File: config.mk
export PLATFORM = sky130hd
export DESIGN_NAME = vertex_xform_mac
export DESIGN_NICKNAME = d
export VERILOG_FILES = /design/src/rtl/vertex_xform_mac.sv
export SDC_FILE = /design/constraint.sdc
export NUM_CORES = 2
export LEC_CHECK = 0
export ABC_AREA = 0
export CAP_MARGIN = 20
export CORE_AREA = 2 2 395 397
export CTS_CLUSTER_SIZE = 8
export DETAILED_ROUTE_END_ITERATION = 8
export DIE_AREA = 0 0 397 399
export PLACE_DENSITY = 0.75
export SLEW_MARGIN = 20
export SYNTH_ARGS = -nofsm -noshare
export SYNTH_HDL_FRONTEND = slang
export SYNTH_SLANG_ARGS = --single-unit
File: constraint.sdc
create_clock -name CLK -period 56.6 [get_ports CLK]
set_input_delay 16.98 -clock CLK [delete_from_list [all_inputs] [get_ports CLK]]
set_output_delay 16.98 -clock CLK [all_outputs]
set_load 0.02 [all_outputs]
File: src/rtl/vertex_xform_mac.sv
// Vertex transform: R = T x V with one time-shared signed MAC.
// Result is published atomically on commit with its state tag.
module vertex_xform_mac #(
  parameter int W    = 21,
  parameter int FRAC = 10
) (
  input  logic            CLK,
  input  logic            rst,
  input  logic            start,
  input  logic [16*W-1:0] xform_in,
  input  logic [16*W-1:0] vtx_in,
  input  logic [3:0]      state_in,
  output logic            busy,
  output logic            done,
  output logic            sat,
  output logic [16*W-1:0] mtrxOut,
  output logic [3:0]      matrixState
);

  localparam int AW = 2*W + 2;

  localparam logic signed [AW-1:0] MAXV =
    {{(AW-W+1){1'b0}}, {(W-1){1'b1}}};
  localparam logic signed [AW-1:0] MINV =
    {{(AW-W+1){1'b1}}, {(W-1){1'b0}}};

  typedef enum logic [1:0] {
    IDLE,
    CALC,
    COMMIT
  } state_t;

  state_t state;

  logic [5:0]            cnt;
  logic [3:0]            tag;
  logic                  job_sat;
  logic signed [AW-1:0]  acc;
  logic signed [AW-1:0]  sum;
  logic signed [AW-1:0]  shifted;
  logic signed [2*W-1:0] prod;
  logic signed [W-1:0]   elem;
  logic                  clamp;

  logic signed [W-1:0] x_el [16];
  logic signed [W-1:0] v_el [16];
  logic signed [W-1:0] t_m  [16];
  logic signed [W-1:0] v_m  [16];
  logic signed [W-1:0] sh_m [16];
  logic [16*W-1:0]     sh_bus;

  // Element k of a bus lives at the k-th W-bit slot from the MSB end.
  for (genvar k = 0; k < 16; k++) begin : g_pack
    assign x_el[k] = xform_in[16*W-1-k*W -: W];
    assign v_el[k] = vtx_in[16*W-1-k*W -: W];
    assign sh_bus[16*W-1-k*W -: W] = sh_m[k];
  end

  // MAC datapath: term t=cnt[1:0], row i=cnt[3:2], column j=cnt[5:4].
  always_comb begin
    prod = t_m[{cnt[1:0], cnt[3:2]}]
         * v_m[{cnt[5:4], cnt[1:0]}];
    sum = acc + {{2{prod[2*W-1]}}, prod};
    shifted = sum >>> FRAC;
    elem = shifted[W-1:0];
    clamp = 1'b0;
    if (shifted > MAXV) begin
      elem = MAXV[W-1:0];
      clamp = 1'b1;
    end else if (shifted < MINV) begin
      elem = MINV[W-1:0];
      clamp = 1'b1;
    end
  end

  // Job sequencer: latch operands, run 64 MACs, then commit.
  always_ff @(posedge CLK) begin
    if (rst) begin
      state       <= IDLE;
      cnt         <= '0;
      acc         <= '0;
      tag         <= '0;
      job_sat     <= 1'b0;
      busy        <= 1'b0;
      done        <= 1'b0;
      sat         <= 1'b0;
      mtrxOut     <= '0;
      matrixState <= '0;
    end else begin
      done <= 1'b0;
      unique case (state)
        IDLE: begin
          if (start) begin
            t_m     <= x_el;
            v_m     <= v_el;
            tag     <= state_in;
            acc     <= '0;
            cnt     <= '0;
            job_sat <= 1'b0;
            busy    <= 1'b1;
            state   <= CALC;
          end
        end
        CALC: begin
          cnt <= cnt + 6'd1;
          if (cnt[1:0] == 2'd3) begin
            sh_m[cnt[5:2]] <= elem;
            acc <= '0;
            if (clamp) job_sat <= 1'b1;
          end else begin
            acc <= sum;
          end
          if (cnt == 6'd63) state <= COMMIT;
        end
        COMMIT: begin
          mtrxOut     <= sh_bus;
          matrixState <= tag;
          sat         <= job_sat;
          done        <= 1'b1;
          busy        <= 1'b0;
          state       <= IDLE;
        end
        default: state <= IDLE;
      endcase
    end
  end

endmodule

* Yosys cells after proc, flatten, opt, wreduce, memory -nomap -nowiden
Memories as Yosys holds them, arrays and structs flattened. A register that Yosys moved wholly into a read port is not among the register bits.
Cells that the tools add are included.
** Word-level totals
- Output and inout bits :: 343
- Memories kept :: 1
- RAM bits :: 336
- Register bits after elaboration :: 736
** Operators by class
- Eq/ne operators :: 8
- Bitwise logic cells :: 3
- Mux-type cells :: 29
- Reduce and logical (&&, ||, !) cells :: 9
- $lt $le $gt $ge :: 4
- Add/sub/neg operators :: 2
- Multiply operators :: 1
** Memory list
- sh_m :: words 16, bits a word 21, read ports 16, clocked after Yosys merged registers in 16, write ports 1, RTL line 49 : logic signed [W-1:0] sh_m [16];
** Operator list (number)
- 21-bit binary-select mux with 4-bit select :: 2
- 21-bit 2-to-1 mux :: 6
- 44-bit 2-to-1 mux :: 2
- 44-bit one-hot mux with 2 select lines :: 1
- 44-bit adder :: 1
- 21-bit by 21-bit multiplier with 42-bit output :: 1
- 34-bit by 21-bit greater-than comparator with 1-bit output (second input constant) :: 1
- 34-bit by 21-bit less-than comparator with 1-bit output (second input constant) :: 1
- 6-bit one-hot mux with 2 select lines :: 1
- 1-bit 2-to-1 mux :: 11
- 5-bit >= comparator (second input constant) :: 2
- 4-bit inverter with 5-bit output :: 2
- 2-bit != test (second input constant) :: 4
- 2-bit AND reduction :: 4
- 6-bit by 1-bit adder with 6-bit output (second input constant) :: 1
- 6-bit == test (second input constant) :: 1
- 6-bit 2-to-1 mux :: 1
- 2-bit == test (second input constant) :: 2
- 2-bit 2-to-1 mux :: 2
- 1-bit one-hot mux with 2 select lines :: 2
- 2-bit one-hot mux with 2 select lines :: 1
- 4-bit AND reduction :: 1
- 2-bit nonzero test :: 2
- 3-bit AND reduction :: 1
- other kinds (3) :: 3

* Longest topological paths before layout
- Depth in word-level cells :: 12
- Gate-level depth with buffers :: 49
- Gate-level depth less buffers :: 45

* Least setup slack after synthesis
OpenSTA, ideal clock, no wires.
- Kind :: input-to-reg
- Start point :: input rst
- End point :: register t_m[0] in the netlist's numbering, enable pin
- Arrival :: 45359 ps
- Required time :: 54872 ps
- Stages on the path :: 4
- Path slack :: 9513 ps
- Setup time :: 1728 ps
- Cells stage by stage :: clkbuf_1 -> clkbuf_1 -> clkbuf_1 -> nor2_1
** On the way
- Cells in the longest elaborated chain, start to end :: 2
** Ends and longest elaborated chain
- from (decl) :: RTL line 8 : input logic rst,
- 1-bit inverter (no line)
- 3-bit AND reduction (no line)
- to (signal assigned) :: RTL line 94 : t_m <= x_el;
- to (decl) :: RTL line 47 : logic signed [W-1:0] t_m [16];
Every way passes these cells.
A chain may end at the register's enable or synchronous reset.

* Final worst setup path
- Start point :: input start
- End point :: register t_m[292] in the netlist's numbering, enable pin
** On the way
- Cells in the longest elaborated chain, start to end :: 1
** Ends and longest elaborated chain
- from (decl) :: RTL line 9 : input logic start,
- 3-bit AND reduction (no line)
Every way passes these cells.

==> impl_metrics.csv <==
group,metric,value,unit
route,drtIter0Drc,4199,
synth,synthTopCellsByCount,"edfxtp_1 (1008), inv_1 (587), fa_1 (460), dfxtp_1 (400), nand2_1 (342)",
route,drtAntennaViolNets,0,
clocking,numCtsBuffers,196,
synth,yosys_most_used_dff,"edfxtp_1",
placed_design,place_ws,34250,ps
global_route,met2_usage,0.436,
clocking,clk_pin_slew,50,ps
layout,layout-drive-gt1-share,0.0969,
sta,tns,0,ps
route,post_drt_wl_per_cell,25.9,µm
placed_design,hpwl,149,mm
clocking,cts_sinks,1408,
sta,fin_crit_sh,0.383,
global_route,grt_util_all_layers,0.255,
placed_design,place_congestion,0.925,
route,vias_per_cell,5.45,
critical_path,cp.arrival,22070,ps
global_route,grt_max_degree,168,
synth,syn-num-nets,5918,
global_route,met1_usage,0.297,
synth,ys.warnings.count,0,
synth,synthArstFlopShare,0,
synth,synthTopCellsByArea,"edfxtp_1 (45%), fa_1 (14%), dfxtp_1 (12%)",
route,wirelength,205,mm
sta,setup_viol_count_final,0,
clocking,cts_root_buf,"clkbuf_16",
synth,synth_top_area_cell,"edfxtp_1",
critical_path,cp_max_fo,167,
synth,ys_ff_latch,1408,
sta,hold_viol,0,
floorplanning,die_w,397,µm
synth,seq_area_frac_synth,0.574,
critical_path,worst_setup_path_end_kind,"register",
synth,synth_top_area_share,0.454,
route,drc,0,
clocking,cts_hold_buf,0,
critical_path,setup.worst_path.start_class,"input port",
floorplanning,start_util,0.434,
floorplanning,coreArea,154000,µm²
sta,clock_skew,135,ps
sta,rsz0062_at_grt,"no",
global_route,antenna_found_initial,87,
synth,syn_area,66700,µm²
synth,synth.most_common_cell,"edfxtp_1",
clocking,post_cts_resized,0,
floorplanning,ios,1022,
sta,slew_violations,0,
floorplanning,rows,144,
run,cap_viol_max_count,0,
route,vias,43000,
layout,utilization,0.555,
global_route,grt_pass1_vias,44100,
floorplanning,fp.dieArea,158000,µm²
layout,n_fill_cell,12000,
floorplanning,die_y,399,µm
global_route,grt_overflow,0,
layout,finalNetCount,6979,
clocking,htreeDepth,4,
outcome,outcome,"finished, final reports clean",
clocking,clk_path_buf_depth,3,
sta,finalCriticalPeriod,21680,ps
clocking,clk_latency,860,ps
global_route,grt_pass1_wl,293,mm
route,detail_route.first_pass.iterations,6,
sta,fmaxAchievable,46.1,MHz
placed_design,port_buffers,1021,
worst_hold_path,min_path_type,"reg2reg",
synth,syn_avg_cell_area,14.4,µm²
clocking,post-cts-setup-buffers,0,
synth,syn_inst,4621,
sta,worst_slew_pin_slew,1140,ps
sta,worst_slack,34920,ps
critical_path,path_class,"in2reg",
layout,area_growth_syn_to_layout,27.9,%
synth,yosys.cell_types.count,71,
critical_path,critPathRequiredTime,56990,ps
global_route,grt-busiest-layer,"met2",
synth,synth_edf_count,1008,
sta,relSlewSlack,0.243,
clocking,cts_tree,"yes",
global_route,met3_usage,0.0641,
==> cells by family after synthesis <==
group | share of synthesized area
buf+inv | 0.0462
fa+ha+maj | 0.168
xor+xnor | 0.0110
compound gates | 0.0790
flops | 0.574
mux | 0.0712
simple gates | 0.0506
==> cells in the final DEF (no fill, tap or decap), types with 35 or more instances in the layout <==
cell type,instances
inv_1,587
a22o_1,341
nand2_1,342
ha_1,158
mux4_2,200
diode_2,65
nor2b_1,38
edfxtp_1,1008
buf_4,61
a21o_1,37
xnor2_1,62
clkdlybuf4s50_1,1020
a21oi_1,101
and2_1,35
clkbuf_1,88
fa_1,460
nor2_1,228
o21ai_0,49
dfxtp_1,394
clkbuf_16,196
==> sequential cells by signal, indices dropped and copies added (netlist names) <==
signal,cells
sat,1
state,2
v_m,336
job_sat,1
tag,4
acc,44
mtrxOut,336
cnt,6
done,1
busy,1
t_m,336
matrixState,4
sh_m,336
==> final cells by class <==
| class | count | area [µm²] | area share |
|---|---|---|---|
| well taps | 2044 | 2560 | 0.0300 |
| clock buffers | 286 | 5260 | 0.0617 |
| flip-flops and latches | 1408 | 38300 | 0.449 |
| diodes | 65 | 163 | 0.00191 |
| inverters | 592 | 2220 | 0.0261 |
| clock inverters | 19 | 497 | 0.00583 |
| multi-input cells | 2396 | 25500 | 0.299 |
| repair buffers | 1088 | 10800 | 0.126 |
==> path summary, 6_finish.rpt <==
| check | startpoint | end | slack [ps] | depth (start not counted) |
|---|---|---|---|---|
| max | start | t_m[292] | 34920 | 8 |
| min | sh_m[15][12] | mtrxOut[12] | 400 | 1 |
| min reg2reg | sh_m[15][12] | mtrxOut[12] | 400 | 1 |
| max reg2reg | cnt[0] | sh_m[3][8] | 41750 | 43 |
==> per-layer routing <==
metal / vias up / share of wire
met5: - / 0.00098
met4: 28 / 0.049
met3: 448 / 0.088
met2: 2325 / 0.51
met1: 21700 / 0.35
li1: 18500 / -
==> per-stage QoR <==
stage / hold slack (ps) / instances / area [µm²]
global placement: 436 / 7528 / 79300
CTS: 396 / 7833 / 85100
floorplan: 436 / 4621 / 66700
global route: 422 / 7886 / 85200
detailed placement: 440 / 7528 / 79300
finish: 404 / 7898 / 85300
==> critical path: stages <==
cell and delay (ps):
clkdlybuf4s50_1 440, nor2b_1 200, nand2b_1 290, nor2_4 640
buf_12 620, buf_4 850, buf_12 640, buf_4 920
Power is left out: the tool's default activity adds up to more than one toggle a clock period on the data nets, which glitch-free logic cannot reach.
